[config.mk]
export PLATFORM = sky130hd
export DESIGN_NAME = darkboot
export DESIGN_NICKNAME = d
export VERILOG_FILES = /design/src/rtl/darkboot_pkg.sv /design/src/rtl/darkboot_asm.sv /design/src/rtl/darkboot.sv
export SDC_FILE = /design/constraint.sdc
export NUM_CORES = 1
export LEC_CHECK = 0
export BUFFER_PORTS_ARGS = -buffer_cell sky130_fd_sc_hd__buf_4
export CAP_MARGIN = 15
export CORE_MARGIN = 4
export CORE_UTILIZATION = 45
export DETAILED_ROUTE_END_ITERATION = 10
export HOLD_SLACK_MARGIN = 0.08
export PLACE_DENSITY = 0.68
export SLEW_MARGIN = 30
export SYNTH_ARGS = -nofsm -noshare
export SYNTH_HDL_FRONTEND = slang
export SYNTH_SLANG_ARGS = --single-unit
[constraint.sdc]
create_clock -name CLK -period 3.6 [get_ports CLK]
set_input_delay 0.54 -clock CLK [delete_from_list [all_inputs] [get_ports CLK]]
set_output_delay 0.54 -clock CLK [all_outputs]
set_load 0.05 [all_outputs]
[src/rtl/darkboot_pkg.sv]
// rtl/darkboot_pkg.sv - shared state encoding and constants for the darkboot serial loader
package darkboot_pkg;

    typedef enum logic [3:0] {
        S_SYNC,
        S_LEN0,
        S_LEN1,
        S_DATA,
        S_WRITE,
        S_VERIFY,
        S_CSUM,
        S_DONE,
        S_ERROR
    } state_t;

    localparam logic [7:0] SYNC_BYTE = 8'hA5;

    localparam logic [1:0] ERR_LEN  = 2'd1;
    localparam logic [1:0] ERR_CSUM = 2'd2;
    localparam logic [1:0] ERR_OVR  = 2'd3;

endpackage

[src/rtl/darkboot_asm.sv]
// rtl/darkboot_asm.sv - little-endian byte-to-word assembler with running 8-bit data sum
module darkboot_asm (
    input  logic        clk,
    input  logic        rst_n,
    input  logic        clr,
    input  logic        stb,
    input  logic [7:0]  data,
    output logic [31:0] word,
    output logic        word_rdy,
    output logic [7:0]  sum
);

    logic [1:0]  lane;
    logic [23:0] sh;

    always_ff @(posedge clk or negedge rst_n) begin
        if (!rst_n) begin
            lane <= 2'd0;
            sh   <= 24'd0;
            sum  <= 8'd0;
        end else if (clr) begin
            lane <= 2'd0;
            sh   <= 24'd0;
            sum  <= 8'd0;
        end else if (stb) begin
            lane <= lane + 2'd1;
            sh   <= {data, sh[23:8]};
            sum  <= sum + data;
        end
    end

    // The fourth byte is not stored; it goes straight into the top lane of the word.
    assign word     = {data, sh};
    assign word_rdy = stb && (lane == 2'd3);

endmodule

[src/rtl/darkboot.sv]
// rtl/darkboot.sv - serial boot loader FSM and RAM write handshake (optional DARKBOOT_READBACK_EN)
module darkboot
    import darkboot_pkg::*;
#(
    parameter logic [31:0] BASE_ADDR = 32'h0000_0000,
    parameter int unsigned MAX_WORDS = 2048
) (
    input  logic        CLK,
    input  logic        RESN,
    input  logic [7:0]  RXD,
    input  logic        RXSTB,
    output logic        XDREQ,
    output logic        XWR,
    output logic        XRD,
    output logic [3:0]  XBE,
    output logic [31:0] XADDR,
    output logic [31:0] XATAI,
    input  logic [31:0] XATAO,
    input  logic        XDACK,
    output logic        CORE_RES,
    output logic        DONE,
    output logic        ERR,
    output logic [1:0]  ERRCODE
);

    state_t      state, state_d;
    logic [7:0]  len_lo, len_lo_d;
    logic [15:0] len, len_d;
    logic [15:0] idx, idx_d, idx_inc;
    logic        xdreq, xdreq_d, xwr, xwr_d;
    logic [31:0] xaddr, xaddr_d, xatai, xatai_d;
    logic        core_res, core_res_d, done, done_d, err, err_d;
    logic [1:0]  errcode, errcode_d;
    logic [15:0] len_rx;

    logic        asm_clr, asm_stb, word_rdy;
    logic [31:0] word;
    logic [7:0]  sum;

`ifdef DARKBOOT_READBACK_EN
    logic        xrd, xrd_d;
`else
    logic [31:0] unused_atao;
    assign unused_atao = XATAO;
`endif

    assign asm_stb = RXSTB && (state == S_DATA);
    assign asm_clr = RXSTB && (RXD == SYNC_BYTE) && ((state == S_SYNC) || (state == S_ERROR));
    assign idx_inc = idx + 16'd1;
    assign len_rx  = {RXD, len_lo};

    darkboot_asm u_asm (
        .clk      (CLK),
        .rst_n    (RESN),
        .clr      (asm_clr),
        .stb      (asm_stb),
        .data     (RXD),
        .word     (word),
        .word_rdy (word_rdy),
        .sum      (sum)
    );

    always_comb begin
        state_d    = state;
        len_lo_d   = len_lo;
        len_d      = len;
        idx_d      = idx;
        xdreq_d    = xdreq;
        xwr_d      = xwr;
        xaddr_d    = xaddr;
        xatai_d    = xatai;
        core_res_d = core_res;
        done_d     = done;
        err_d      = err;
        errcode_d  = errcode;
`ifdef DARKBOOT_READBACK_EN
        xrd_d      = xrd;
`endif
        case (state)
            S_SYNC: begin
                if (asm_clr) begin
                    state_d = S_LEN0;
                    idx_d   = 16'd0;
                end
            end
            S_LEN0: begin
                if (RXSTB) begin
                    len_lo_d = RXD;
                    state_d  = S_LEN1;
                end
            end
            S_LEN1: begin
                if (RXSTB) begin
                    len_d = len_rx;
                    if ({16'd0, len_rx} > MAX_WORDS) begin
                        state_d   = S_ERROR;
                        err_d     = 1'b1;
                        errcode_d = ERR_LEN;
                    end else if (len_rx == 16'd0) begin
                        state_d = S_CSUM;
                    end else begin
                        state_d = S_DATA;
                    end
                end
            end
            S_DATA: begin
                if (word_rdy) begin
                    state_d = S_WRITE;
                    xdreq_d = 1'b1;
                    xwr_d   = 1'b1;
                    xaddr_d = BASE_ADDR + {14'd0, idx, 2'b00};
                    xatai_d = word;
                end
            end
            S_WRITE: begin
                // A byte arriving while the RAM is still busy would be lost, so abort the load.
                if (RXSTB) begin
                    state_d   = S_ERROR;
                    err_d     = 1'b1;
                    errcode_d = ERR_OVR;
                    xdreq_d   = 1'b0;
                    xwr_d     = 1'b0;
                end else if (XDACK) begin
                    xwr_d = 1'b0;
                    idx_d = idx_inc;
`ifdef DARKBOOT_READBACK_EN
                    xrd_d   = 1'b1;
                    state_d = S_VERIFY;
`else
                    xdreq_d = 1'b0;
                    state_d = (idx_inc == len) ? S_CSUM : S_DATA;
`endif
                end
            end
`ifdef DARKBOOT_READBACK_EN
            S_VERIFY: begin
                if (RXSTB || (XDACK && (XATAO != xatai))) begin
                    state_d   = S_ERROR;
                    err_d     = 1'b1;
                    errcode_d = ERR_OVR;
                    xdreq_d   = 1'b0;
                    xrd_d     = 1'b0;
                end else if (XDACK) begin
                    xdreq_d = 1'b0;
                    xrd_d   = 1'b0;
                    state_d = (idx == len) ? S_CSUM : S_DATA;
                end
            end
`endif
            S_CSUM: begin
                if (RXSTB) begin
                    if (RXD == sum) begin
                        state_d    = S_DONE;
                        done_d     = 1'b1;
                        core_res_d = 1'b0;
                    end else begin
                        state_d   = S_ERROR;
                        err_d     = 1'b1;
                        errcode_d = ERR_CSUM;
                    end
                end
            end
            S_DONE: begin
            end
            S_ERROR: begin
                if (asm_clr) begin
                    state_d   = S_LEN0;
                    idx_d     = 16'd0;
                    err_d     = 1'b0;
                    errcode_d = 2'd0;
                end
            end
            default: state_d = S_SYNC;
        endcase
    end

    always_ff @(posedge CLK or negedge RESN) begin
        if (!RESN) begin
            state    <= S_SYNC;
            len_lo   <= 8'd0;
            len      <= 16'd0;
            idx      <= 16'd0;
            xdreq    <= 1'b0;
            xwr      <= 1'b0;
            xaddr    <= 32'd0;
            xatai    <= 32'd0;
            core_res <= 1'b1;
            done     <= 1'b0;
            err      <= 1'b0;
            errcode  <= 2'd0;
        end else begin
            state    <= state_d;
            len_lo   <= len_lo_d;
            len      <= len_d;
            idx      <= idx_d;
            xdreq    <= xdreq_d;
            xwr      <= xwr_d;
            xaddr    <= xaddr_d;
            xatai    <= xatai_d;
            core_res <= core_res_d;
            done     <= done_d;
            err      <= err_d;
            errcode  <= errcode_d;
        end
    end

`ifdef DARKBOOT_READBACK_EN
    always_ff @(posedge CLK or negedge RESN) begin
        if (!RESN) begin
            xrd <= 1'b0;
        end else begin
            xrd <= xrd_d;
        end
    end
    assign XRD = xrd;
`else
    assign XRD = 1'b0;
`endif

    assign XDREQ    = xdreq;
    assign XWR      = xwr;
    assign XBE      = xdreq ? 4'hF : 4'h0;
    assign XADDR    = xaddr;
    assign XATAI    = xatai;
    assign CORE_RES = core_res;
    assign DONE     = done;
    assign ERR      = err;
    assign ERRCODE  = errcode;

endmodule
# [Word-level counts from Yosys, hierarchy flattened]
# Index checks and enable logic that the tools add are counted.
[totals] ff_bits=132 inputBits=44 elab_cells=103
[classes] addsub=3 order_cmp=1 n_eq_ne=23 muxes=41 bitwise=1 n_reduce_logical=20
[ops] op="$mux 16" count=3
[ops] op="$mux 24" count=2
[ops] op="$mux 4" count=10
[ops] op="$pmux 16 s2" count=1
[ops] op="$pmux 4 s7" count=1
[ops] op="$ne 2x2->1 const B" count=9
[ops] op="$add 16x1->16 const B" count=1
[ops] op="$eq 16x16->1" count=1
[ops] op="$gt 16x12->1 const B" count=1
[ops] op="$logic_not 16->1" count=1
[ops] op="$mux 2" count=8
[ops] op="$mux 8" count=2
[ops] op="$reduce_and 7->1" count=2
[ops] op="$eq 4x3->1 const B" count=3
[ops] op="$mux 1" count=9
[ops] op="$add 8x8->8" count=1
[ops] op="$eq 4x2->1 const B" count=2
[ops] op="$eq 8x8->1" count=1
[ops] op="$eq 8x8->1 const B" count=1
[ops] op="$pmux 2 s4" count=1
[ops] op="$mux 3" count=2
[ops] op="$reduce_and 2->1" count=3
[ops] op="$reduce_and 3->1" count=2
[ops] op="$reduce_bool 2->1" count=3
[ops] op="other kinds (15)" count=19

# [Longest topological paths before layout]
[depth] ltp_word=6 mapped_depth=9 depth_no_buf=8

# [Cells and area by module]
# A second synthesis with hierarchy kept.
[unflattened] hier_cells=592 area_unflattened_um2=6623.9
[modules_own_cells] module="darkboot" n_inst=1 cells_each=432 area_each_um2=4844.6 seq_area_each_um2=2453.6
[modules_own_cells] module="darkboot_asm" n_inst=1 cells_each=160 area_each_um2=1779.2 seq_area_each_um2=850.8

# [Worst setup path before layout]
# OpenSTA, ideal clock, no wires.
[synth_path] path_type="input -> register" startpoint="input port RXD[3]" endpoint="register errcode[0], in the netlist ERRCODE[0]" t_arrival_ns=2.606 t_required_ns=3.482 slack_ns=0.876 cell_stages=7 cell_sequence="ha_1 -> or4b_1 -> or4_4 -> o211a_4 -> o2111ai_4 -> mux2_4 -> a21o_1"
[synth_between] elab_chain_len=5
[synth_lines] item="start, declared" line_no="darkboot.sv:10" rtl="input logic [7:0] RXD,"
[synth_lines] item="parallel branches: the longest is 4 deep, another holds $gt 16x12->1"
[synth_lines] item="$reduce_and 7->1 (no source line) (*)"
[synth_lines] item="end signal, assigned" line_no="darkboot.sv:203" rtl="errcode <= errcode_d;"
[synth_lines] item="end, declared" line_no="darkboot.sv:33" rtl="logic [1:0] errcode, errcode_d;"
# Every way passes the cells marked *.
# A chain may end at the register's enable or synchronous reset.

# [Worst setup path after layout]
[layout_path] startpoint="register u_asm.sum[3]" endpoint="register errcode[0], in the netlist ERRCODE[0]"
[layout_between] elab_chain_len=3
[layout_lines] item="start, declared" line_no="darkboot_asm.sv:10" rtl="output logic [7:0] sum"
[layout_lines] item="start signal, assigned" line_no="darkboot_asm.sv:28" rtl="sum <= sum + data;"
[layout_lines] item="$eq 8x8->1" line_no="darkboot.sv:152" rtl="if (RXD == sum) begin"
[layout_lines] item="$ne 2x2->1 (no source line)"
[layout_lines] item="$reduce_and 7->1 (no source line)"
# No other way between the ends.

==> impl_results.md <==
* Buf/Inv on CP at 0
* TritonRoute pass-1 iters at 4
* PwrDens at 856 mW/mm^2
* Relative slew slack at 54.2%
* Hold Vio Cnt, Final at 0
* Switching power at 2.50 mW
* Post-CTS Resized at 0
* DR vias at 4698
* Share of total power in the clock network at 26.5%
* Num rows at 43
* DIE AREA at 0.0164 mm^2
* Clock latency on the worst-skew pair at 0.42 ns
* Synth area leader: dfrtp_1
* Sw frac at 38.1%
* Routed Antenna Nets at 0
* IO Port Bufs at 70
* Critical Path RT at 3.91 ns
* CP Capture Type: flip-flop
* Die H at 128 um
* Synth cell count leaders: dfrtp_1 (131), nand2_1 (81), mux2_2 (71), o21ai_0 (58), clkbuf_1 (26)
* DRC Markers at 0
* # Post-CTS Setup Buffers at 0
* Routed WL at 14.3 mm
* Sequential area share after synthesis at 50.9%
* Number of global-route vias before repair at 4715
* Register area at 0.00330 mm^2
* Timing-limited maximum frequency at 374 MHz
* Int Power at 4.07 mW
* Crit Path Class: flip-flop to flip-flop
* Slew Viols, Final at 0
* Final setup vio count at 0
* Clk slew on worst S/H paths at 0.06 ns
* Fillers at 1202
* Worst Path Max Fanout at 4
* Leakage at 3.60 nW
* Gate power share at 37.3%
* Die Span X at 128 um
* Yosys top cell area share at 50.5%
* Gr usage total at 18.5%
* TritonCTS clock tree: yes
* Max VDD drop at 436 uV
* Antenna violations before repair at 0
* Multi-input gate area at 0.00293 mm^2
* Final period utilization at 74.3%
* Cts hold-fix bufs at 0
* Num CTS Buffers at 17
* DP HPWL at 9.85 mm
* H-tree depth at 4
* Setup Skew at 0.0110 ns
* Core Box Area at 0.0140 mm^2
* Crit path DAT at 2.98 ns
* ANT cells at 0
* Slowest Stage Delay on Critical Path at 0.54 ns
* Cells after synthesis at 601
* Critical path's top delay family: simple AND/OR/NAND/NOR gates
* Number of synthesized flops with an enable pin at 0
* Most frequent cell after synthesis: dfrtp_1
* Clock Tree Root: clkbuf_16
* Seq cells post-synth at 132
* Io pins at 120
* YS warnings at 0
* RSZ-0062 raised after global routing: no
* Nets at 710
* Power Total at 6.57 mW
* Initial DRC count at 285
* Critical-path cell list: ha_1, or4b_1, or4_4, o211a_4, o2111ai_4, mux2_4, a21o_1
* Crit-path slowest cell: or4b_1
* HP Class: input pin to asynchronous set/reset pin
* Clock tree buffer depth at 2
* Post-synth ARST share at 100%
* Critical Path Start Type: flip-flop
* Sequential Power Share at 36.2%
* Layout area overhead at 18.1%
* DR vias/cell at 5.53
* Placer Congestion at 0.893
* GR Overflow Total at 0
* First-pass GRT wire length at 24.1 mm
* Fraction of layout cells with a size suffix above 1 at 29.3%
* Initial cell density of the core at 46.4%
* Main area contributors after synthesis: dfrtp_1 (50%), mux2_2 (12%), nand2_1 (4.7%), o21ai_0 (4.5%), buf_4 (2.5%)
* CTS sink cnt at 132
* Max-cap viol count at 0
* Clock period minus worst slack at 2.68 ns
* Pin count of the biggest net entering global routing at 87
* Wire per inst at 16.9 um
* Status: complete, no violations
* Setup TNS at 0 ns
* Post-synth design cell area at 0.00650 mm^2
* Most used DFF post-synth: dfrtp_1
* Post-Syn Area per Cell at 10.8 um^2
* Cell variety after synth at 65
* Slew @ Worst Pin at 0.686 ns
==> registers in the layout (all words and copies together), names as in the netlist <==
| signal | count |
|---|---|
| u_asm.sum | 8 |
| DONE | 1 |
| len_lo | 8 |
| state | 4 |
| u_asm.sh | 24 |
| len | 16 |
| CORE_RES | 1 |
| XATAI | 32 |
| ERRCODE | 2 |
| XADDR | 16 |
| ERR | 1 |
| idx | 16 |
| XWR | 1 |
| u_asm.lane | 2 |
==> layout make-up <==
class                           count  area share, %
Multi-Input combinational cell    423           38.2
Clock buffer                       23           6.10
Clock inverter                      9           1.68
Sequential cell                   132           43.1
Tap cell                          180           2.93
Timing Repair Buffer               76           7.76
Inverter                            6          0.293
==> power by group through the flow <==
| stage | Combinational, mW | Clock [mW] | Sequential, mW |
|---|---|---|---|
| floorplan | 1.43 | 0 | 2.78 |
| global placement | 2.39 | 0 | 2.38 |
| detailed placement | 2.45 | 0 | 2.40 |
| CTS | 2.46 | 1.78 | 2.38 |
| global route | 2.67 | 1.85 | 2.45 |
| finish | 2.45 | 1.74 | 2.38 |
==> path summary, 6_finish.rpt <==
| path | from | endpoint | slack [ns] | cells after the start |
|---|---|---|---|---|
| worst min register to register | DONE | DONE | 0.48 | 1 |
| min in group CLK | RXD[4] | u_asm.sh[20] | 0.41 | 3 |
| worst min-delay path | RESN | XADDR[2] | 0.12 | 1 |
| worst max register to register | u_asm.sum[3] | ERRCODE[0] | 0.92 | 7 |
| worst max-delay path | u_asm.sum[3] | ERRCODE[0] | 0.92 | 7 |
| max in group asynchronous | RESN | XATAI[22] | 2.61 | 2 |
==> per-layer routing <==
| metal | routed length [um] | vias to the layer above | part of all wire [%] | global-route usage (%) |
|---|---|---|---|---|
| met5 | 0 | - | 0 | 0 |
| met4 | 233 | 0 | 1.6 | 7.05 |
| met3 | 713 | 18 | 5.0 | 4.67 |
| met2 | 6700 | 125 | 47 | 28.1 |
| met1 | 6680 | 2340 | 47 | 25.6 |
| li1 | - | 2215 | - | - |
==> cells in the final DEF, fill, tap and decap left out, drive strengths merged, types with 7 or more instances in the layout <==
master  instances
xor2           12
o31ai           8
o21ai          60
nor3            8
xnor2          17
nor2           21
nand2          81
conb           17
a21oi          11
dfrtp         131
buf            76
nor4            7
clkbuf         23
nand4           9
ha              9
mux2           72
nand3          14
inv             7
==> logic make-up (layout without fill, tap and decap cells) <==
logic type | after synthesis | in the layout | synth area share, %
compound gates | 114 | 114 | 11.1
xor+xnor | 29 | 29 | 3.91
fa+ha+maj | 10 | 10 | 2.04
buf+inv | 62 | 114 | 5.08
flops | 132 | 132 | 50.9
mux | 75 | 75 | 13.0
other cells | 1 | 17 | 0.0577
simple gates | 178 | 178 | 13.9
==> through the flow <==
stage               setup slack (ns)  std cells  utilization [%]  hold WS, ns  instance area, um^2
finish                         0.925        849             54.9        0.120                 7670
global route                   0.838        849             54.9        0.162                 7670
CTS                            0.928        849             54.9        0.142                 7670
detailed placement             0.613        817             50.6        0.472                 7080
global placement               0.635        817             50.6        0.450                 7070
floorplan                      0.876        617                -        0.244                 6560
Note: power is estimated with default switching activity, not from simulation.
